## config.mk

```make
export PLATFORM = sky130hd
export DESIGN_NAME = act_pipe
export DESIGN_NICKNAME = d
export VERILOG_FILES = /design/src/rtl/act_pkg.sv /design/src/rtl/act_lane.sv /design/src/rtl/act_pipe.sv
export SDC_FILE = /design/constraint.sdc
export NUM_CORES = 1
export LEC_CHECK = 0
export BUFFER_PORTS_ARGS = -buffer_cell sky130_fd_sc_hd__buf_4
export CORE_ASPECT_RATIO = 1.4
export CORE_UTILIZATION = 48
export DETAILED_ROUTE_END_ITERATION = 6
export PLACE_DENSITY_LB_ADDON = 0.3
export REMOVE_ABC_BUFFERS = 1
export SYNTH_ARGS = -nofsm -noshare
export SYNTH_HDL_FRONTEND = slang
export SYNTH_SLANG_ARGS = --single-unit
```

## constraint.sdc

```tcl
create_clock -name clk -period 1.86 [get_ports clk]
set_clock_uncertainty 0.2 [all_clocks]
set_input_delay 0.186 -clock clk [delete_from_list [all_inputs] [get_ports clk]]
set_output_delay 0.186 -clock clk [all_outputs]
set_load 0.02 [all_outputs]
```

## src/rtl/act_pkg.sv

```systemverilog
// Shared definitions for the activation stage: mode encodings and fixed-point
// constants derived from the sample width and fractional bit count.
package act_pkg;

  typedef enum logic [1:0] {
    MODE_BYPASS = 2'b00,
    MODE_RELU   = 2'b01,
    MODE_LEAKY  = 2'b10,
    MODE_RELU6  = 2'b11
  } act_mode_e;

  function automatic longint sat_max(input int w);
    return (longint'(1) <<< (w - 1)) - 1;
  endfunction

  function automatic longint sat_min(input int w);
    return -(longint'(1) <<< (w - 1));
  endfunction

  // 6.0 in the given format, clamped when it cannot be represented.
  function automatic longint six_val(input int w, input int f);
    longint six;
    six = longint'(6) <<< f;
    return (six > sat_max(w)) ? sat_max(w) : six;
  endfunction

endpackage

```

## src/rtl/act_lane.sv

```systemverilog
// Single-lane combinational activation (bypass / ReLU / leaky / ReLU6).
// Sign and leaky-shifted value arrive precomputed from the previous stage.
module act_lane
  import act_pkg::*;
#(
  parameter int DATA_W = 16,
  parameter int FRAC_W = 8
) (
  input  logic signed [DATA_W-1:0] x,
  input  logic                     x_neg,
  input  logic signed [DATA_W-1:0] x_shr,
  input  logic        [1:0]        mode,
  output logic signed [DATA_W-1:0] y
);

  localparam logic signed [DATA_W-1:0] SIX = DATA_W'(six_val(DATA_W, FRAC_W));

  always_comb begin
    y = x;
    case (mode)
      MODE_BYPASS: y = x;
      MODE_RELU:   y = x_neg ? '0 : x;
      MODE_LEAKY:  y = x_neg ? x_shr : x;
      MODE_RELU6: begin
        if (x_neg)         y = '0;
        else if (x > SIX)  y = SIX;
        else               y = x;
      end
      default:     y = x;
    endcase
  end

endmodule

```

## src/rtl/act_pipe.sv

```systemverilog
// LANES-wide activation stage, 2-cycle latency, 1 beat/cycle; in_ready = stage-1 advance (no skid).
// Optional ACT_SPARSITY_STATS_EN adds stat_clr/zero_cnt (saturating count of zero output lanes).
module act_pipe
  import act_pkg::*;
#(
  parameter int DATA_W      = 16,
  parameter int FRAC_W      = 8,
  parameter int LANES       = 4,
  parameter int LEAKY_SHIFT = 3
) (
  input  logic                      clk,
  input  logic                      rst_n,
  input  logic                      in_valid,
  output logic                      in_ready,
  input  logic [1:0]                in_mode,
  input  logic [LANES*DATA_W-1:0]   in_data,
  output logic                      out_valid,
  input  logic                      out_ready,
  output logic [LANES*DATA_W-1:0]   out_data
`ifdef ACT_SPARSITY_STATS_EN
  ,
  input  logic                      stat_clr,
  output logic [31:0]               zero_cnt
`endif
);

  localparam int W = LANES * DATA_W;

  logic           s1_valid, s2_valid;
  logic           s1_adv, s2_adv;
  logic [1:0]     s1_mode;
  logic [W-1:0]   s1_data, s1_shr, s2_data;
  logic [W-1:0]   in_shr, lane_y;
  logic [LANES-1:0] s1_neg, in_neg;

  assign s2_adv    = !s2_valid || out_ready;
  assign s1_adv    = !s1_valid || s2_adv;
  assign in_ready  = s1_adv;
  assign out_valid = s2_valid;
  assign out_data  = s2_data;

  for (genvar g = 0; g < LANES; g++) begin : g_lane
    logic signed [DATA_W-1:0] x_in;
    assign x_in = $signed(in_data[g*DATA_W +: DATA_W]);
    assign in_neg[g] = x_in[DATA_W-1];
    // Shift is done ahead of S1 so stage 2 is a plain select.
    assign in_shr[g*DATA_W +: DATA_W] = x_in >>> LEAKY_SHIFT;

    act_lane #(
      .DATA_W (DATA_W),
      .FRAC_W (FRAC_W)
    ) u_lane (
      .x     (s1_data[g*DATA_W +: DATA_W]),
      .x_neg (s1_neg[g]),
      .x_shr (s1_shr[g*DATA_W +: DATA_W]),
      .mode  (s1_mode),
      .y     (lane_y[g*DATA_W +: DATA_W])
    );
  end

  always_ff @(posedge clk) begin
    if (!rst_n) begin
      s1_valid <= 1'b0;
      s1_mode  <= '0;
      s1_data  <= '0;
      s1_shr   <= '0;
      s1_neg   <= '0;
      s2_valid <= 1'b0;
      s2_data  <= '0;
    end else begin
      if (s1_adv) begin
        s1_valid <= in_valid;
        if (in_valid) begin
          s1_mode <= in_mode;
          s1_data <= in_data;
          s1_shr  <= in_shr;
          s1_neg  <= in_neg;
        end
      end
      if (s2_adv) begin
        s2_valid <= s1_valid;
        if (s1_valid) s2_data <= lane_y;
      end
    end
  end

`ifdef ACT_SPARSITY_STATS_EN
  localparam int ZL_W = $clog2(LANES + 1);

  logic [ZL_W-1:0] zero_lanes;
  logic [32:0]     cnt_sum;

  always_comb begin
    zero_lanes = '0;
    for (int i = 0; i < LANES; i++) begin
      if (out_data[i*DATA_W +: DATA_W] == '0) zero_lanes = zero_lanes + ZL_W'(1);
    end
    cnt_sum = {1'b0, zero_cnt} + 33'(zero_lanes);
  end

  always_ff @(posedge clk) begin
    if (!rst_n)                     zero_cnt <= '0;
    else if (stat_clr)              zero_cnt <= '0;
    else if (out_valid && out_ready) zero_cnt <= cnt_sum[32] ? '1 : cnt_sum[31:0];
  end
`endif

endmodule

```

## After elaboration in Yosys (flattened, before gate mapping)

Index checks and enable logic that the tools add are counted.

- Bits in registers: 197
- Bits in latches: 0
- RAM bits: 0
- ROM bits: 0
- Bits of input ports: 70
- Output and inout port bits: 66
- Logic and storage cells: 41
- Memories: 0

- $add $sub $neg: 0
- $mul: 0
- Divide/modulo/power cells: 0
- $lt $le $gt $ge: 4
- Equal/unequal tests: 3
- Shift operators: 0
- Multiplexer cells: 20
- Bitwise logic cells: 0
- Reduce and logical (&&, ||, !) cells: 7

Operators by type and width:

| kind | number |
|---|---|
| $mux 16 | 16 |
| $pmux 16 s4 | 4 |
| $gt 16x12->1 const B | 4 |
| $eq 2x2->1 const B | 2 |
| $reduce_and 2->1 | 2 |
| $eq 2x1->1 const B | 1 |
| $logic_not 1->1 | 2 |
| $logic_not 2->1 | 1 |
| $logic_or 1x1->1 | 2 |

## Depth between registers and ports, before layout

Gate-level depths: netlist (run 1).

- Word-level depth: 4
- Mapped depth: 7
- Gate-level depth less buffers: 4

## Cells and area by module

From an unflattened synthesis (run 1), not the netlist that was laid out.

- Cells, all modules: 857
- Area total of the unflattened synthesis: 6,723.9 um2

Modules (own cells, without submodules):

| module | instances | cells each | area each (um2) |
|---|---|---|---|
| act_pipe | 1 | 589 | 5,142.4 |
| act_lane | 4 | 67 | 395.4 |

## Least setup slack after synthesis (run 1)

No wires, ideal clock.

- Path kind: register -> register
- From: reg s1_data[3]
- To: reg s2_data[3] (netlist: out_data[3])
- Arrival: 1.600 ns
- Data required time: 1.577 ns
- Path slack: -0.023 ns
- Stages on the path, launching flop included: 6
- Buffers on the path: 1
- Cell sequence: dfxtp_1 -> or4_4 -> nor4_4 -> a211oi_2 -> buf_6 -> o31ai_4

- Longest elaborated chain between the ends: 4
- Elaborated cells between the ends (all ways): 6

RTL lines:

| element | RTL line | RTL |
|---|---|---|
| start, declared | act_pipe.sv:32 | `logic [W-1:0] s1_data, s1_shr, s2_data;` |
| start signal, assigned | act_pipe.sv:75 | `s1_data <= in_data;` |
| $gt 16x12->1 | act_lane.sv:26 | `else if (x > SIX) y = SIX;` |
| $mux 16 | act_lane.sv:26 |  |
| $mux 16 | act_lane.sv:25 | `if (x_neg) y = '0;` |
| $pmux 16 s4 * | act_lane.sv:20 | `case (mode)` |
| end signal, assigned | act_pipe.sv:82 | `if (s1_valid) s2_data <= lane_y;` |
| end, declared | act_pipe.sv:32 |  |

Mark *: on every way between the ends. The rest lies on a longest branch, timed or not.
A chain may end at the register's enable or synchronous reset.

## Final worst setup path (run 1)

- From: reg s1_data[11]
- To: reg s2_data[10] (netlist: out_data[10])

- Longest elaborated chain between the ends: 4

RTL lines:

| element | RTL line |
|---|---|
| $gt 16x12->1 | act_lane.sv:26 |
| $mux 16 | act_lane.sv:26 |
| $mux 16 | act_lane.sv:25 |
| $pmux 16 s4 | act_lane.sv:20 |

Every way passes these cells.

==> impl_results.md, run 1 <==
* Failing checks: negative setup slack
* Slew Viols, Final at 0
* DR vias at 6225
* Multi-input logic area at 2880 sq um
* Area Growth Syn to Fin at 55.2%
* F_max at 0.498 GHz
* Min-delay src: rst_n
* Worst setup EP type: flip-flop
* Hold depth at 4
* Grt total ovfl at 0
* Final core occ at 76.6%
* Worst-Margin Slew at 0.590 ns
* Area occupied by registers at 2650 sq um
* TritonCTS Buffers at 17
* Clock net sink count at 132
* IO buf count at 135
* Post-synthesis register bit count at 132
* Fill count at 741
* Vias in the first global route at 6088
* Final HPWL DP at 11.3 mm
* Startpoint Class: flip-flop
* CTS tree: yes
* TNS Setup at -1.30 ns
* Clock H-tree levels at 4
* Clk slew on worst S/H paths at 0.06 ns
* Placer Congestion at 0.864
* Drt wl/cell at 17.1 um
* Worst Hold Slack at 0.0887 ns
* Setup repair after global routing missed its margin: yes
* Sequential share of the synthesized area at 47.0%
* Worst Hold Class: in -> reg
* Reg-to-Reg End: out_data[10]
* Worst r2r src: s1_data[11]
* WP data required at 1.95 ns
* Commonest cells post-synth: 185 x nand2_1, 132 x dfxtp_1, 93 x a21oi_1
* Initial Util at 49.3%
* Die span in x at 93.5 um
* GR Util All Layers at 30.8%
* Primary FF master, synth: dfxtp_1
* Cell variety after synth at 51
* Leading area contributor after synthesis: dfxtp_1
* Worst-skew pair later-pin latency at 0.42 ns
* Detail Route Antenna Nets at 0
* Critical path class: reg -> reg
* First-pass GRT wire length at 28.9 mm
* Initial antenna violation count at 0
* Post-Syn Area at 5620 sq um
* Max VDD drop at 678 uV
* DRC Markers at 0
* Drt via density at 5.75
* FP Rows at 46
* # IOs at 136
* Worst setup margin at -0.149 ns
* Largest net degree at the start of global routing at 82
* Share of cells above drive strength 1 at 30.4%
* Area contributors post-synth: dfxtp_1 47%, nand2_1 12%, a21oi_1 8.3%
* Post-synth ARST share at 0%
* Slew HR at 60.2%
* Mean post-synth cell area at 8.26 sq um
* Setup-failing EPs final at 19
* Die area at 12200 sq um
* Minimum clock period at 2.01 ns
* Worst slack, placed at -0.216 ns
* Status: complete, but fails checks
* Max_cap viols at 0
* Post-layout net count at 996
* Share of the synthesized area in the top cell type at 47.0%
* Critical Path AT at 2.10 ns
* Core area at 11400 sq um
* Drt first pass iters at 5
* YS warnings at 0
* Setup crit start: s1_data[11]
* Root buffer cell: clkbuf_16
* Reg2Reg Depth at 5
* FF-to-FF setup slack at -0.15 ns
* Routed WL at 18.5 mm
* Final Hold Viols at 0
* Worst hold endpoint: out_data[26]
* Most frequent cell after synthesis: nand2_1
* Syn Inst Count at 681
* Chip height at 130 um
* DRT iter0 DRCs at 397
* Post-synth EDFFs at 0
* Fin crit share at 108%
* Crit path max fanout at 3
* Clk buf depth at 2
* Leakage at 3.71 nW
* N_diodes at 0
* PwrDens at 909 nW/um^2
-- per-stage QoR --
stage / cell area, sq um / instances / power, W
global route: 8730 / 1083 / 0.00817
CTS: 8620 / 1079 / 0.00788
floorplan: 5390 / 628 / 0.00358
detailed placement: 7180 / 976 / 0.00406
global placement: 7180 / 976 / 0.00403
finish: 8730 / 1083 / 0.00794
-- power breakdown --
part | leakage (nW) | internal, W | switching, W
clock | 0.322 | 0.00249 | 0.00122
combinational | 2.30 | 0.000567 | 0.000585
sequential | 1.08 | 0.00296 | 0.000115
total | 3.71 | 0.00602 | 0.00192
-- state kept, by name (all words and copies together) (netlist names) --
name and cells:
out_valid 1, out_data 64, s1_mode 2, s1_valid 1, s1_data 64
-- cell usage in the layout, fill, tap and decap left out, types with 13 or more instances in the layout --
cell type	instances
clkbuf_16	17
dlygate4sd3_1	68
a32o_1	13
o21ai_0	25
nand2_1	184
o21ai_1	13
buf_4	204
a21oi_1	89
dfxtp_1	128
mux2i_1	18
nor2_1	14
-- layer usage --
layer	global-route usage (%)	up-vias	wire (um)
met5	0	-	0
met4	17.7	0	756
met3	6.47	60	1010
met2	55.2	296	9750
met1	33.5	2957	6980
li1	-	2912	-
-- area by class of cell --
cell class / count / share of cell area (%)
timing repair buffer: 278 / 26.6
tap: 144 / 2.06
clock buffer: 25 / 6.02
clock inverter: 7 / 1.61
inverter: 9 / 0.387
sequential: 132 / 30.3
multi-input combinational: 488 / 33.0
-- cells by family (layout without fill, tap and decap cells) --
group           after synthesis  count (layout)  share of synthesized area (%)
flops                       132             132                           47.0
buf+inv                      62             319                           4.76
simple gates                248             248                           19.2
compound gates              221             222                           25.9
mux                          18              18                           3.20
-- worst max-delay path by stage --
stage | to | slack [ns] | cells past startpoint
global placement | out_data[0] | -0.14 | 4
detailed placement | out_data[12] | -0.22 | 4
floorplan | s1_data[0] | -1.63 | 4
global route | out_data[10] | -0.17 | 5
finish | out_data[10] | -0.15 | 5
CTS | out_data[9] | -0.1 | 5
-- worst max-delay path, stage by stage (launching register included) --
cell and delay (ns):
dfxtp_1 0.31, or4_4 0.57, nor4_4 0.26, buf_4 0.18, nor4_2 0.06, o311a_1 0.32
-- what timing repair did --
item | 4_1_cts | 5_1_grt
setup endpoints to repair | 42 | 53
pin swaps | 9 | 23
gates cloned | 1 | 0
buffers inserted | 3 | 4
endpoints found under the hold margin | 67 | 0
gates resized for setup | 18 | 26
hold buffers | 68 | 0
No activity file was read; power rests on OpenSTA's default activity.
==> run 2: changes to the inputs <==
--- a/config.mk
+++ b/config.mk
@@ -8,8 +8,10 @@
 export BUFFER_PORTS_ARGS = -buffer_cell sky130_fd_sc_hd__buf_4
 export CORE_ASPECT_RATIO = 1.4
 export CORE_UTILIZATION = 48
+export CTS_BUF_LIST = sky130_fd_sc_hd__clkbuf_8
 export DETAILED_ROUTE_END_ITERATION = 6
 export PLACE_DENSITY_LB_ADDON = 0.3
+export RECOVER_POWER = 50
 export REMOVE_ABC_BUFFERS = 1
 export SYNTH_ARGS = -nofsm -noshare
 export SYNTH_HDL_FRONTEND = slang
==> run 2 against run 1 <==
Compared with the run above: the flow still finishes with violations (negative setup slack); register-to-register slack better by 0.05 ns; final cell count down 0.37%; via count is 2.0% lower; critical path depth unchanged.
==> impl_results.md, run 2 (synthesis gave the netlist of run 1 again) <==
* Largest net degree at the start of global routing at 82 (unchanged)
* Placer Congestion at 0.864 (unchanged)
* Clk buf depth at 2 (unchanged)
* Minimum clock period at 1.96 ns (was 2.01 ns)
* Final HPWL DP at 11.3 mm (unchanged)
* Slew Viols, Final at 0 (unchanged)
* Crit path max fanout at 3 (unchanged)
* PwrDens at 845 nW/um^2 (was 909 nW/um^2)
* DR vias at 6101 (was 6225)
* Critical Path AT at 2.09 ns (was 2.10 ns)
* Status: complete, but fails checks (unchanged)
* Die area at 12200 sq um (unchanged)
* Worst-Margin Slew at 0.768 ns (was 0.590 ns)
* Initial Util at 49.3% (unchanged)
* Core area at 11400 sq um (unchanged)
* # IOs at 136 (unchanged)
* Initial antenna violation count at 0 (unchanged)
* Setup-failing EPs final at 14 (was 19)
* CP cell instances: or4_4 > nor4_4 > buf_6 > nor4_4 > o311a_1 (was or4_4 > nor4_4 > buf_4 > nor4_2 > o311a_1)
* Routed WL at 17.4 mm (was 18.5 mm)
* Worst-skew pair later-pin latency at 0.45 ns (was 0.42 ns)
* DRC Markers at 0 (unchanged)
* Setup repair after global routing missed its margin: yes (unchanged)
* Startpoint Class: flip-flop (unchanged)
* TritonCTS Buffers at 17 (unchanged)
* WP data required at 2.00 ns (was 1.95 ns)
* Root buffer cell: clkbuf_8 (was clkbuf_16)
* CTS tree: yes (unchanged)
* Critical path class: reg -> reg (unchanged)
* Max_cap viols at 0 (unchanged)
* Clock net sink count at 132 (unchanged)
* Leakage at 3.32 nW (was 3.71 nW)
* Most used cell, CP: nor4_4
* Max stage delay cell, worst path: or4_4 (unchanged)
* GR Util All Layers at 29.1% (was 30.8%)
* IO buf count at 135 (unchanged)
* Fin crit share at 105% (was 108%)
* Failing checks: negative setup slack (unchanged)
* Share of cells above drive strength 1 at 22.8% (was 30.4%)
* FP Rows at 46 (unchanged)
* N_diodes at 0 (unchanged)
* Fin cells at 1079 (was 1083)
* Vias in the first global route at 5889 (was 6088)
* Pwr Total at 0.00697 W (was 0.00794 W)
* Final Hold Viols at 0 (unchanged)
* Drt wl/cell at 16.1 um (was 17.1 um)
* Slew HR at 48.3% (was 60.2%)
* Clk slew on worst S/H paths at 0.08 ns (was 0.06 ns)
* Die span in x at 93.5 um (unchanged)
* Worst Hold Class: in -> reg (unchanged)
* Max VDD drop at 500 uV (was 678 uV)
* First-pass GRT wire length at 27.7 mm (was 28.9 mm)
* Post-layout net count at 992 (was 996)
* Dpl cells at 976 (unchanged)
* Drt first pass iters at 5 (unchanged)
* Area Growth Syn to Fin at 46.8% (was 55.2%)
* F_max at 0.512 GHz (was 0.498 GHz)
* Grt total ovfl at 0 (unchanged)
* Worst path max stage delay at 0.54 ns (was 0.57 ns)
* Detail Route Antenna Nets at 0 (unchanged)
* Worst setup margin at -0.0950 ns (was -0.149 ns)
* Most common cell after layout, fill and taps aside: nand2_1 (was buf_4)
* Worst Hold Slack at 0.0364 ns (was 0.0887 ns)
* Clock H-tree levels at 4 (unchanged)
* Commonest cells after routing, fill and taps aside: 184 x nand2_1, 132 x buf_4, 126 x dfxtp_1, 91 x a21oi_1, 68 x dlygate4sd3_1 (was 204 x buf_4, 184 x nand2_1, 128 x dfxtp_1, 89 x a21oi_1, 68 x dlygate4sd3_1)
* Final core occ at 72.4% (was 76.6%)
* Chip height at 130 um (unchanged)
* DRT iter0 DRCs at 369 (was 397)
* Worst setup EP type: flip-flop (unchanged)
* Drt via density at 5.65 (was 5.75)
run 2: routing by layer:
metal / part of all wire (%) / wire length (um) / up-vias / global-route usage (%)
li1: - / - / 2906 / -
met1: 39 / 6720 / 2883 / 32.8
met2: 52 / 9110 / 260 / 52.3
met3: 5.5 / 952 / 52 / 6.18
met4: 3.6 / 635 / 0 / 13.5
met5: 0 / 0 / - / 0
run 2: repair_timing:
action,in CTS,in global routing
hold buffers,68,0
endpoints found under the hold margin,67,0
gates resized for setup,15,30
setup endpoints to repair,43,52
pin swaps,16,24
gates cloned,1,0
setup buffers,1,2
run 2: power breakdown:
group / leakage, nW / internal, W / switching (W) / total, W
combinational: 2.00 / 0.000522 / 0.000576 / 0.00110
clock: 0.239 / 0.00171 / 0.00110 / 0.00281
sequential: 1.08 / 0.00296 / 0.000107 / 0.00306
run 2: final timing paths:
check / slack, ns / depth (start not counted) / startpoint / end
hold / removal: 0.04 / 5 / rst_n / out_data[33]
setup reg to reg: -0.1 / 5 / s1_data[3] / out_data[9]
hold reg to reg: 0.25 / 2 / out_data[36] / out_data[36]
setup / recovery: -0.1 / 5 / s1_data[3] / out_data[9]
run 2: cell type report:
class,instances,area (sq um)
Clock buffer,24,330
Sequential cell,132,2650
Timing Repair Buffer,274,2040
Inverter,9,33.8
Fill cell,878,3140
Multi-Input combinational cell,488,2880
Tap cell,144,180
Clock inverter,8,144
run 2: stage by stage:
stage	setup WS, ns	setup TNS [ns]	area (sq um)
2_1_floorplan	-1.63	-150.33	5390
3_3_place_gp	-0.140	-1.70	7180
3_5_place_dp	-0.216	-3.76	7180
4_1_cts	-0.0948	-1.04	8410
5_1_grt	-0.144	-4.04	8250
6_report	-0.0950	-0.767	8250
run 2: critical path: cells and delay by family, from the launching register on:
kind,cells,cell delay [ns]
compound gates,1,0.30
buf+inv,1,0.17
flops,1,0.33
simple gates,3,0.85
